==> src/rtl/divider_pkg.sv <==
// Shared constants, FSM state encoding and BCD helpers for the divider result
// BCD converter.
package divider_pkg;

    localparam int WIDTH  = 8;
    localparam int DIGITS = 3;
    localparam int BCD_W  = 4 * DIGITS;

    localparam logic [3:0] BCD_ADD3_THRESH = 4'd5;

    // One-hot encoding, 4 bits.
    typedef enum logic [3:0] {
        ST_IDLE    = 4'b0001,
        ST_CONV    = 4'b0010,
        ST_ACK     = 4'b0100,
        ST_WAITLOW = 4'b1000
    } state_t;

    function automatic logic [3:0] bcd_add3(input logic [3:0] nib);
        return (nib >= BCD_ADD3_THRESH) ? nib + 4'd3 : nib;
    endfunction

endpackage

==> src/rtl/bcd_dabble_step.sv <==
// One double-dabble iteration: add-3 on every BCD nibble, then shift
// {bcd, shift} left by one bit.
module bcd_dabble_step
    import divider_pkg::*;
(
    input  logic [BCD_W-1:0] i_bcd,
    input  logic [WIDTH-1:0] i_shift,
    output logic [BCD_W-1:0] o_bcd,
    output logic [WIDTH-1:0] o_shift
);

    logic [BCD_W-1:0] w_adj;

    assign w_adj   = {bcd_add3(i_bcd[11:8]), bcd_add3(i_bcd[7:4]), bcd_add3(i_bcd[3:0])};
    assign o_bcd   = {w_adj[BCD_W-2:0], i_shift[WIDTH-1]};
    assign o_shift = {i_shift[WIDTH-2:0], 1'b0};

endmodule

==> src/rtl/divider_result_bcd.sv <==
// Captures the divider quotient/remainder on Done, converts both to 3-digit BCD
// one bit per clock and acknowledges. Optional: BCD_LEADING_ZERO_BLANK_EN.
module divider_result_bcd
    import divider_pkg::*;
(
    input  logic             Clk,
    input  logic             Resetn,
    input  logic             Done,
    input  logic [WIDTH-1:0] Quotient,
    input  logic [WIDTH-1:0] Remainder,
    output logic             Ack,
    output logic [BCD_W-1:0] QBcd,
    output logic [BCD_W-1:0] RBcd,
    output logic             Valid,
    output logic             Busy,
    output logic [5:0]       Blank
);

    state_t r_state;
    state_t w_next;

    logic [2:0]       r_cnt;
    logic [WIDTH-1:0] r_q_sh,  r_r_sh;
    logic [BCD_W-1:0] r_q_acc, r_r_acc;
    logic [BCD_W-1:0] r_q_bcd, r_r_bcd;
    logic             r_valid;

    logic [WIDTH-1:0] w_q_sh,  w_r_sh;
    logic [BCD_W-1:0] w_q_bcd, w_r_bcd;

    bcd_dabble_step u_step_q (
        .i_bcd   (r_q_acc),
        .i_shift (r_q_sh),
        .o_bcd   (w_q_bcd),
        .o_shift (w_q_sh)
    );

    bcd_dabble_step u_step_r (
        .i_bcd   (r_r_acc),
        .i_shift (r_r_sh),
        .o_bcd   (w_r_bcd),
        .o_shift (w_r_sh)
    );

    always_ff @(posedge Clk) begin
        if (!Resetn) r_state <= ST_IDLE;
        else         r_state <= w_next;
    end

    always_comb begin
        w_next = r_state;
        case (r_state)
            ST_IDLE:    if (Done) w_next = ST_CONV;
            ST_CONV:    if (r_cnt == 3'd7) w_next = ST_ACK;
            ST_ACK:     w_next = ST_WAITLOW;
            // Holding here until Done drops stops a late Done from being recaptured.
            ST_WAITLOW: if (!Done) w_next = ST_IDLE;
            default:    w_next = ST_IDLE;
        endcase
    end

    always_ff @(posedge Clk) begin
        if (!Resetn) begin
            r_cnt   <= '0;
            r_q_sh  <= '0;
            r_r_sh  <= '0;
            r_q_acc <= '0;
            r_r_acc <= '0;
            r_q_bcd <= '0;
            r_r_bcd <= '0;
            r_valid <= 1'b0;
        end else begin
            if (r_state == ST_IDLE && Done) begin
                r_q_sh  <= Quotient;
                r_r_sh  <= Remainder;
                r_q_acc <= '0;
                r_r_acc <= '0;
                r_cnt   <= '0;
            end else if (r_state == ST_CONV) begin
                r_q_sh  <= w_q_sh;
                r_r_sh  <= w_r_sh;
                r_q_acc <= w_q_bcd;
                r_r_acc <= w_r_bcd;
                r_cnt   <= r_cnt + 3'd1;
                if (r_cnt == 3'd7) begin
                    r_q_bcd <= w_q_bcd;
                    r_r_bcd <= w_r_bcd;
                    r_valid <= 1'b1;
                end
            end
        end
    end

`ifdef BCD_LEADING_ZERO_BLANK_EN
    function automatic logic [2:0] lead_blank(input logic [BCD_W-1:0] b);
        return {b[11:8] == 4'd0, b[11:4] == 8'd0, 1'b0};
    endfunction

    logic [5:0] r_blank;

    always_ff @(posedge Clk) begin
        if (!Resetn)
            r_blank <= '0;
        else if (r_state == ST_CONV && r_cnt == 3'd7)
            r_blank <= {lead_blank(w_q_bcd), lead_blank(w_r_bcd)};
    end

    assign Blank = r_blank;
`else
    assign Blank = 6'b0;
`endif

    assign Ack   = (r_state == ST_ACK);
    assign Busy  = (r_state == ST_CONV) || (r_state == ST_ACK);
    assign Valid = r_valid;
    assign QBcd  = r_q_bcd;
    assign RBcd  = r_r_bcd;

endmodule

==> config.mk <==
export PLATFORM = sky130hd
export DESIGN_NAME = divider_result_bcd
export DESIGN_NICKNAME = d
export VERILOG_FILES = /design/src/rtl/divider_pkg.sv /design/src/rtl/bcd_dabble_step.sv /design/src/rtl/divider_result_bcd.sv
export SDC_FILE = /design/constraint.sdc
export NUM_CORES = 1
export LEC_CHECK = 0
export BUFFER_PORTS_ARGS = -buffer_cell sky130_fd_sc_hd__buf_2
export CAP_MARGIN = 10
export CELL_PAD_IN_SITES_DETAIL_PLACEMENT = 1
export CELL_PAD_IN_SITES_GLOBAL_PLACEMENT = 1
export CORE_AREA = 2 2 87 89
export CTS_BUF_LIST = sky130_fd_sc_hd__clkbuf_2
export DETAILED_ROUTE_END_ITERATION = 6
export DIE_AREA = 0 0 89 91
export PLACE_DENSITY = 0.93
export SLEW_MARGIN = 20
export SYNTH_ARGS = -nofsm -noshare
export SYNTH_HDL_FRONTEND = slang
export SYNTH_SLANG_ARGS = --single-unit
==> constraint.sdc <==
create_clock -name Clk -period 2.59 [get_ports Clk]
set_input_delay 0.777 -clock Clk [delete_from_list [all_inputs] [get_ports Clk]]
set_output_delay 0.777 -clock Clk [all_outputs]
set_load 0.05 [all_outputs]
==> results.md <==
* Hold Path Stages at 2
* Worst Hold Slack at 0.468 ns
* CP Launch Type: flop
* Post-synth ARST share at 0%
* Sw frac at 28.9%
* CP max stage cell: dfxtp_4
* CTS tree: done
* CTS H-tree lvls at 3
* First-pass iteration count of the detailed router at 4
* Clock Latency Late Sink at 0.53 ns
* Num CTS Buffers at 9
* Leading cell type in the layout, fill and taps excluded: dfxtp_1
* Rows at 31
* Setup TNS Final at 0 ns
* Register share of total power at 62.9%
* Maxcap violations at 0
* Die height at 91 um
* Post-CTS Setup Bufs at 0
* Via count at 2893
* Worst setup path class: reg2out
* Drt wl/cell at 15.7 um
* Dpl cell area at 3570 sq um
* Comb pwr share at 9.8%
* Initial core utilization at 46.2%
* Sink Count at 72
* First-pass GRT wire length at 14100 um
* Worst rel slew slack at 63.7%
* Initial antenna violation count at 0
* Layout cells sized above 1 at 20.0%
* Nature of the critical path endpoint: output pin
* Ant. Diodes at 0
* Final Hold Fails at 0
* Syn-to-layout area delta at 10.7%
* HPWL after DPL at between 5000 and 6000 um
* Fin. max-slew vios at 0
* Root Buffer: clkbuf_2
* Highest cell delay on the worst timing path at between 0.4 and 0.5 ns
* Post-route minimum period at 2.48 ns
* Most frequent cells in the layout: 69 x dfxtp_1, 59 x a21oi_1, 44 x buf_2
* Final-stage net count at 457
* Ports at 52
* Clk pwr share at 27.3%
* Worst Hold Class: reg2reg
* Post-synthesis sequential area ratio at 43.7%
* Post-Syn Area per Cell at approximately 8.6 sq um
* Worst Skew at roughly 0.018 ns
* CP max FO at 6
* Core area at 7140 sq um
* Vias in the first global route at between 2000 and 3000
* Worst-path clk slew at 0.20 ns
* Largest net degree at the start of global routing at 34
* Die area at between 8000 and 9000 sq um
* Pwr/cell area at between 500 and 600 nW/um^2
* LEAKAGE at 1.38 nW
* Post-Syn Instances at roughly 390
* RSZ-0062 raised after global routing: false
* Cell Chain, Critical Path: nand2b_1, or3_1, nand2b_1, buf_4
* DRC violations left at 0
* WP data arrival at 1.70 ns
* Psw at approximately 0.00053 W
* Worst endpoint required time at 1.81 ns
* Via-to-Cell Ratio at 5.48
* Max IR drop VDD at 0.228 mV
* IO Port Bufs at 45
* Setup Viol. Count Final at 0
* Actual slew at the worst max-slew pin at 0.545 ns
* YS warnings at 0
* Max Clk Rate at between 400 and 500 MHz
* Final Instance Area at between 3000 and 4000 sq um
* Netlist cell types at 33
* Drt initial violations at 121
* Internal power at 0.00131 W
* Seq cells post-synth at a little over 70
* Gr usage total at 22.2%
* Antenna Violating Nets Remaining at 0
* Post-Syn Area at 3300 sq um
* Main synth FF type: dfxtp_1
* Post-synth EDFFs at 0
* Total Wirelength at 8310 um
* Outcome: finished clean
* Overflow after GRT at 0
* Reg2reg path depth at 6
* Clk buf depth at 2
* Die W at 89 um
* Period utilisation layout at 95.6%
* Routability-driven placement congestion ratio at 0.780
* Cell mode on critical path: nand2b_1
stage by stage:
step | std cells | worst slack (ns) | util, % | total power, W
4_1_cts | 528 | 0.00959 | 51.1 | 0.00187
3_5_place_dp | 512 | 0.404 | 50.0 | 0.00137
6_report | 528 | 0.115 | 51.2 | 0.00185
2_1_floorplan | 390 | 0.0257 | - | 0.00132
3_3_place_gp | 512 | 0.451 | 50.0 | 0.00135
5_1_grt | 528 | 0.00224 | 51.2 | 0.00194
per-layer routing:
layer / track usage, % / vias to the layer above / part of all wire (%) / wire [um]
li1: - / 1418 / - / -
met1: 28.4 / 1385 / 45 / 3710
met2: 36.3 / 73 / 49 / 4050
met3: 4.27 / 17 / 4.2 / 353
met4: 9.20 / 0 / 2.4 / 199
met5: 0 / - / 0 / 0
cell usage after synthesis, types with 9 or more instances:
library cell | count | area, sq um
nand2_1 | 30 | 113
buf_4 | 11 | 82.6
nor2_1 | 32 | 120
inv_1 | 14 | 52.6
nor3b_1 | 10 | 75.1
nand2b_1 | 9 | 56.3
dfxtp_1 | 72 | 1440
buf_2 | 12 | 60.1
a21oi_1 | 59 | 295
nand3_1 | 21 | 105
o21ai_0 | 37 | 185
a211oi_1 | 11 | 82.6
ha_1 | 14 | 175
worst max-delay path: cells and delay by family (launching register included):
kind | cells | cell delay (ns)
DFF | 1 | 0.41
buffers and inverters | 1 | 0.19
and+or+nand+nor | 3 | 0.58
power by group through the flow:
stage	combinational [W]	sequential, W	clock, W
2_1_floorplan	0.000143	0.00118	0
3_3_place_gp	0.000172	0.00118	0
3_5_place_dp	0.000181	0.00119	0
4_1_cts	0.000182	0.00116	0.000521
5_1_grt	0.000205	0.00117	0.000572
6_report	0.000180	0.00116	0.000505
state kept, by name, indices dropped and copies added (netlist names):
signal	count
r_cnt	3
r_r_acc	12
r_r_sh	8
Valid	1
RBcd	12
r_q_acc	12
r_state	4
r_q_sh	8
QBcd	12
repair_timing:
item | 4_1_cts | 5_1_grt
endpoints found under the setup margin | 1 | 1
hold buffers | 0 | 0
resized for setup | 2 | 3
area by class of cell:
type | count | area (sq um)
Inverter | 14 | 52.6
Timing Repair Buffer | 54 | 295
Clock inverter | 6 | 26.3
Sequential cell | 72 | 1450
Multi-Input combinational cell | 273 | 1660
Clock buffer | 10 | 50.0
Tap cell | 99 | 124
Fill cell | 930 | 3480
path summary, 6_finish.rpt:
path / endpoint / start / slack, ns
setup reg to reg: r_q_acc[2] / r_q_acc[0] / 0.60
hold / removal: r_r_sh[4] / r_r_sh[4] / 0.47
setup / recovery: Busy / r_state[0] / 0.11
hold reg to reg: r_r_sh[4] / r_r_sh[4] / 0.47
logic make-up (layout without fill, tap and decap cells):
logic type / after synthesis / in the layout / share of synthesized area (%)
other: 1 / 6 / 0.114
muxes: 6 / 6 / 2.05
AOI/OAI and AO/OA: 125 / 125 / 22.5
buffers and inverters: 45 / 84 / 6.83
DFF: 72 / 72 / 43.7
and+or+nand+nor: 115 / 115 / 17.6
adders and majority gates: 14 / 14 / 5.31
xor gates and xnor gates: 7 / 7 / 1.86
Power figures use the tool's default switching activity.
